`config.mk`:
```
export PLATFORM = sky130hd
export DESIGN_NAME = hazard_ctrl
export DESIGN_NICKNAME = d
export VERILOG_FILES = /design/src/rtl/pipe_pkg.sv /design/src/rtl/hazard_perf_cnt.sv /design/src/rtl/hazard_ctrl.sv
export SDC_FILE = /design/constraint.sdc
export NUM_CORES = 1
export LEC_CHECK = 0
export CAP_MARGIN = 20
export CORE_ASPECT_RATIO = 1.25
export CORE_MARGIN = 2
export CORE_UTILIZATION = 35
export CTS_BUF_LIST = sky130_fd_sc_hd__clkbuf_8
export DETAILED_ROUTE_END_ITERATION = 10
export DONT_BUFFER_PORTS = 1
export SETUP_SLACK_MARGIN = 0.3
export SLEW_MARGIN = 20
export SYNTH_ARGS = -nofsm -noshare
export SYNTH_HDL_FRONTEND = slang
export SYNTH_SLANG_ARGS = --single-unit
```
`constraint.sdc`:
```
create_clock -name clock -period 1.6 [get_ports clock]
set_input_delay 0.32 -clock clock [delete_from_list [all_inputs] [get_ports clock]]
set_output_delay 0.32 -clock clock [all_outputs]
set_load 0.005 [all_outputs]
```
`src/rtl/pipe_pkg.sv`:
```
`default_nettype none
// ============================================================================
// Module      : pipe_pkg
// Description : Shared pipeline constants for the 5-stage MIPS core: branch
//               opcodes, MEM write-back source encodings, hazard FSM states
//               and a register-match helper used by the hazard controller.
// Revision    : 1.0 - initial release
// ============================================================================
package pipe_pkg;

   localparam logic [5:0] OP_BEQ  = 6'b000100;
   localparam logic [5:0] OP_BNE  = 6'b000101;

   localparam logic [1:0] SDW_ALU = 2'b00;
   localparam logic [1:0] SDW_MEM = 2'b01;

   typedef enum logic [0:0] {
      HZ_RUN    = 1'b0,
      HZ_STALL1 = 1'b1
   } hz_state_t;

   // A source register depends on a producer only if the producer writes,
   // the source is not r0, and the register numbers agree.
   function automatic logic reg_match(input logic [4:0] src,
                                      input logic [4:0] dst,
                                      input logic       we);
      return we && (src != 5'd0) && (src == dst);
   endfunction

endpackage : pipe_pkg
`default_nettype wire

```
`src/rtl/hazard_perf_cnt.sv`:
```
`default_nettype none
// ============================================================================
// Module      : hazard_perf_cnt
// Description : Saturating event counter. Increments once per cycle while
//               inc is high, holds at all-ones, synchronous clear.
// Revision    : 1.0 - initial release
// ============================================================================
module hazard_perf_cnt #(
   parameter int PERF_W = 32
) (
   input  logic              clock,
   input  logic              resetn,
   input  logic              inc,
   input  logic              clear,
   output logic [PERF_W-1:0] count
);

   localparam logic [PERF_W-1:0] CNT_ONE = {{(PERF_W-1){1'b0}}, 1'b1};
   localparam logic [PERF_W-1:0] CNT_MAX = {PERF_W{1'b1}};

   // Count events, stop at all-ones so the value never wraps back to zero.
   always_ff @(posedge clock or negedge resetn) begin
      if (!resetn) begin
         count <= '0;
      end else if (clear) begin
         count <= '0;
      end else if (inc && (count != CNT_MAX)) begin
         count <= count + CNT_ONE;
      end
   end

endmodule : hazard_perf_cnt
`default_nettype wire

```
`src/rtl/hazard_ctrl.sv`:
```
`default_nettype none
// ============================================================================
// Module      : hazard_ctrl
// Description : ID-stage hazard/stall controller. Stalls PC and IF/ID and
//               bubbles ID/EX for load-use and branch-operand hazards that
//               the forwarding unit cannot cover; flushes IF/ID on a taken
//               branch once no stall is pending.
//               Optional feature macro: HAZARD_PERF_EN enables saturating
//               stall/flush event counters (ports tied to zero otherwise).
// Revision    : 1.0 - initial release
// ============================================================================
module hazard_ctrl
   import pipe_pkg::*;
#(
   parameter int PERF_W = 32
) (
   input  logic              clock,
   input  logic              resetn,
   input  logic [5:0]        op,
   input  logic [4:0]        rs,
   input  logic [4:0]        rt,
   input  logic [4:0]        EXE_num_write,
   input  logic              EXE_reg_write,
   input  logic              EXE_mem_read,
   input  logic [4:0]        MEM_num_write,
   input  logic              MEM_reg_write,
   input  logic [1:0]        MEM_s_data_write,
   input  logic              branch_taken,
   output logic              pc_write,
   output logic              IFID_write,
   output logic              IDEX_bubble,
   output logic              IFID_flush,
   output logic [PERF_W-1:0] stall_cnt,
   output logic [PERF_W-1:0] flush_cnt
);

   hz_state_t   state_q;
   hz_state_t   state_d;
   logic        is_branch;
   logic        ex_hit;
   logic        mem_hit;
   logic [1:0]  depth;
   logic        stall;

   assign is_branch = (op == OP_BEQ) || (op == OP_BNE);
   assign ex_hit    = reg_match(rs, EXE_num_write, EXE_reg_write) |
                      reg_match(rt, EXE_num_write, EXE_reg_write);
   assign mem_hit   = reg_match(rs, MEM_num_write, MEM_reg_write) |
                      reg_match(rt, MEM_num_write, MEM_reg_write);

   // Hazard depth: how many bubbles the ID instruction needs. A branch reading
   // a load in EX needs the data two cycles later; a branch behind a MEM-stage
   // ALU result is served by forwarding and needs none.
   always_comb begin
      depth = 2'd0;
      if (is_branch && EXE_mem_read && ex_hit) begin
         depth = 2'd2;
      end else if (is_branch && !EXE_mem_read && ex_hit) begin
         depth = 2'd1;
      end else if (is_branch && (MEM_s_data_write == SDW_MEM) && mem_hit) begin
         depth = 2'd1;
      end else if (!is_branch && EXE_mem_read && ex_hit) begin
         depth = 2'd1;
      end
   end

   // Next state and Mealy stall decision; reset forces the free-running outputs.
   always_comb begin
      state_d = state_q;
      stall   = 1'b0;
      if (!resetn) begin
         state_d = HZ_RUN;
         stall   = 1'b0;
      end else begin
         case (state_q)
            HZ_RUN: begin
               stall = (depth != 2'd0);
               if (depth == 2'd2) begin
                  state_d = HZ_STALL1;
               end
            end
            HZ_STALL1: begin
               stall   = 1'b1;
               state_d = HZ_RUN;
            end
            default: begin
               stall   = 1'b0;
               state_d = HZ_RUN;
            end
         endcase
      end
   end

   // The branch outcome is not trustworthy while stalling, so a flush only
   // goes out in a cycle with no stall.
   always_comb begin
      pc_write    = !stall;
      IFID_write  = !stall;
      IDEX_bubble = stall;
      IFID_flush  = resetn && branch_taken && !stall;
   end

   // FSM state register.
   always_ff @(posedge clock or negedge resetn) begin
      if (!resetn) begin
         state_q <= HZ_RUN;
      end else begin
         state_q <= state_d;
      end
   end

`ifdef HAZARD_PERF_EN
   hazard_perf_cnt #(
      .PERF_W (PERF_W)
   ) u_stall_cnt (
      .clock  (clock),
      .resetn (resetn),
      .inc    (IDEX_bubble),
      .clear  (1'b0),
      .count  (stall_cnt)
   );

   hazard_perf_cnt #(
      .PERF_W (PERF_W)
   ) u_flush_cnt (
      .clock  (clock),
      .resetn (resetn),
      .inc    (IFID_flush),
      .clear  (1'b0),
      .count  (flush_cnt)
   );
`else
   assign stall_cnt = '0;
   assign flush_cnt = '0;
`endif

endmodule : hazard_ctrl
`default_nettype wire
```
==> metrics.md <==
| Metric | Value |
|---|---|
| Status | `complete, but fails checks` |
| Failing checks | `negative setup slack` |
| Syn-to-layout area delta | `-23.5%` |
| Crit path DAT | `1430 ps` |
| Worst Setup End Kind | `primary output` |
| Post-route DRC violation count | `0` |
| Yosys cell types | `25` |
| Die Area | `0.00298 mm^2` |
| Die H | `60.5 um` |
| Max-cap violations | `0` |
| Drt wl/cell | `10.7 um` |
| RSZ-0062 raised after global routing | `true` |
| P_leak | `0.309 nW` |
| Max incr delay on CP | `530 ps` |
| Tmin final | `1750 ps` |
| Comb pwr share | `81.5%` |
| Sequential power share | `18.5%` |
| Top reg by flops | `state_q` |
| Grt ovf | `0` |
| Startpoint Class | `primary input` |
| Setup Slack @ Placement | `-153 ps` |
| Core Rows | `20` |
| Vias in the first global route | `456` |
| R2r startpoint | `state_q$_DFF_PN0_` |
| Core area | `0.00243 mm^2` |
| Sw frac | `45.5%` |
| First-pass GRT wire length | `1990 um` |
| Port bufs | `0` |
| Switching power | `0.0000636 W` |
| Detail Placement HPWL | `1450 um` |
| Register area share after synthesis | `2.80%` |
| Fraction of the mapped netlist area in adder cells | `0%` |
| HP Class | `in -> async` |
| CTS clk-pin slew, worst paths | `0 ps` |
| # diodes | `0` |
| Final worst slack | `-155 ps` |
| Resized Gates After CTS | `0` |
| Critical-path maximum fanout | `3` |
| Clk pwr share | `0%` |
| Internal power | `0.0000761 W` |
| Initial drt markers | `1` |
| Mapped Avg Cell Area | `7.91 um^2` |
| Synth cell count leaders | `65 x buf_4, 20 x xnor2_1` |
| Req. time, crit path | `1280 ps` |
| Global placer's final weighted congestion | `0.764` |
| Final Hold Violating Endpoints | `0` |
| Post-Route Setup TNS | `-510 ps` |
| Final setup fails | `4` |
| Synth area leaders | `buf_4 55%, xnor2_1 20%, dfrtp_1 2.8%, o211ai_2 2.8%, or4_4 2.5%` |
| Die extent in x | `49.2 um` |
| Main combinational cell family by area after synthesis | `buffers and inverters` |
| Crit path launch | `rs[0]` |
| Yosys top cell area share | `54.6%` |
| R2R depth | `2` |
| Util after Layout | `28.1%` |
| Share of cells above drive strength 1 | `7.21%` |
| Final WL | `1550 um` |
| Vias | `536` |
| Synth async-reset ratio | `100%` |
| CP endpoint | `IFID_flush` |
| Boundary Pins | `102` |
| Clock latency on the worst-skew pair | `0 ps` |
| Reg-to-Reg End | `state_q$_DFF_PN0_` |
| Synth Register Bits | `1` |
| Tcrit/Tclk final | `110%` |
| Syn. warnings | `0` |
| CP max-delay cell | `or4_4` |
| Initial antenna violation count | `0` |
| R2r setup slk | `830 ps` |
| Vias per cell | `3.72` |
| XOR/XNOR share of the synthesized area | `19.6%` |
| Layout Nets | `147` |
| Simple-Gate Fraction of Synth Area | `13.2%` |
| P per Cell Area | `204 mW/mm^2` |
| Setup Skew | `0 ps` |
| Max-slew violations | `0` |
| Top flop regs | `state_q: 1 flops` |
| DRT Pass-1 Iters | `2` |
| Synth area leader | `buf_4` |
| Top FF cell, synth | `dfrtp_1` |
| Mapped Area | `893 um^2` |
| Initial Util | `36.8%` |
| Most frequent cell after synthesis | `buf_4` |
| Max reg flops | `1` |
| Fmax | `570 MHz` |
| Mux contribution to synthesized area | `0%` |
| Total Routing Usage GR | `8.32%` |
| Critical Path, Cell by Cell | `or4_4, o211ai_1, o22ai_1, nand3_2, and3_1` |
| Post-Syn Instances | `113` |
| Bufs and invs on worst path | `0` |
| Peak VDD IR | `0.0782 mV` |
| Kind of critical path | `in -> out` |
| Pin count of the biggest net entering global routing | `5` |
| WHS | `24.4 ps` |
| Synth Area in Compound Gates | `9.38%` |
| Critical path's top delay family | `simple AND/OR/NAND/NOR gates` |
| EDFF count, synth | `0` |
| Hold Buf Count CTS | `0` |
| WP depth | `5` |
| Antenna-violating nets left | `0` |
[kinds of logic (layout without fill, tap and decap cells)]
family | after synthesis | in the layout
AOI/OAI and AO/OA | 10 | 10
xor gates and xnor gates | 20 | 20
buffers and inverters | 65 | 0
DFF | 1 | 1
other | 1 | 64
and+or+nand+nor | 16 | 16
[through the flow]
| stage | power (W) | cells | cell area (um^2) |
|---|---|---|---|
| global placement | 0.000133 | 144 | 683 |
| global route | 0.000157 | 144 | 683 |
| finish | 0.000140 | 144 | 683 |
| floorplan | 0.000242 | 176 | 1130 |
| CTS | 0.000137 | 144 | 683 |
| detailed placement | 0.000137 | 144 | 683 |
[cell type report]
type                            count  area, um^2
Sequential cell                     1        25.0
Fill cell                         281        1740
Tap cell                           33        41.3
Multi-Input combinational cell    110         617
[metal layers]
| metal | up-vias | GRT usage [%] | routed length, um |
|---|---|---|---|
| li1 | 240 | - | - |
| met1 | 235 | 7.91 | 459 |
| met2 | 59 | 17.4 | 833 |
| met3 | 2 | 2.96 | 237 |
| met4 | 0 | 1.22 | 16 |
| met5 | - | 0 | 0 |
[what timing repair did]
action,4_1_cts,5_1_grt
endpoints found under the hold margin,0,0
pin swaps,1,2
setup buffers,0,0
endpoints found under the setup margin,5,5
[power by group through the flow]
stage	registers [W]	clock network (W)	logic, W
3_3_place_gp	0.0000258	0	0.000108
4_1_cts	0.0000258	0	0.000111
3_5_place_dp	0.0000258	0	0.000111
5_1_grt	0.0000258	0	0.000131
6_report	0.0000258	0	0.000114
2_1_floorplan	0.0000258	0	0.000217
[cell usage in the layout (no fill, tap or decap), types with 2 or more instances in the layout]
cell / n
xnor2_1: 20
or4_4: 2
o211ai_1: 2
o211ai_2: 2
nand4_1: 2
nand3_1: 2
conb_1: 64
[worst min path at each step]
stage | start | slack, ps | cells past startpoint | end
2_1_floorplan | resetn | 20 | 0 | state_q$_DFF_PN0_
3_3_place_gp | resetn | 20 | 0 | state_q$_DFF_PN0_
3_5_place_dp | resetn | 20 | 0 | state_q$_DFF_PN0_
4_1_cts | resetn | 20 | 0 | state_q$_DFF_PN0_
5_1_grt | resetn | 20 | 0 | state_q$_DFF_PN0_
6_report | resetn | 20 | 0 | state_q$_DFF_PN0_
Note: power is estimated with default switching activity, not from simulation.
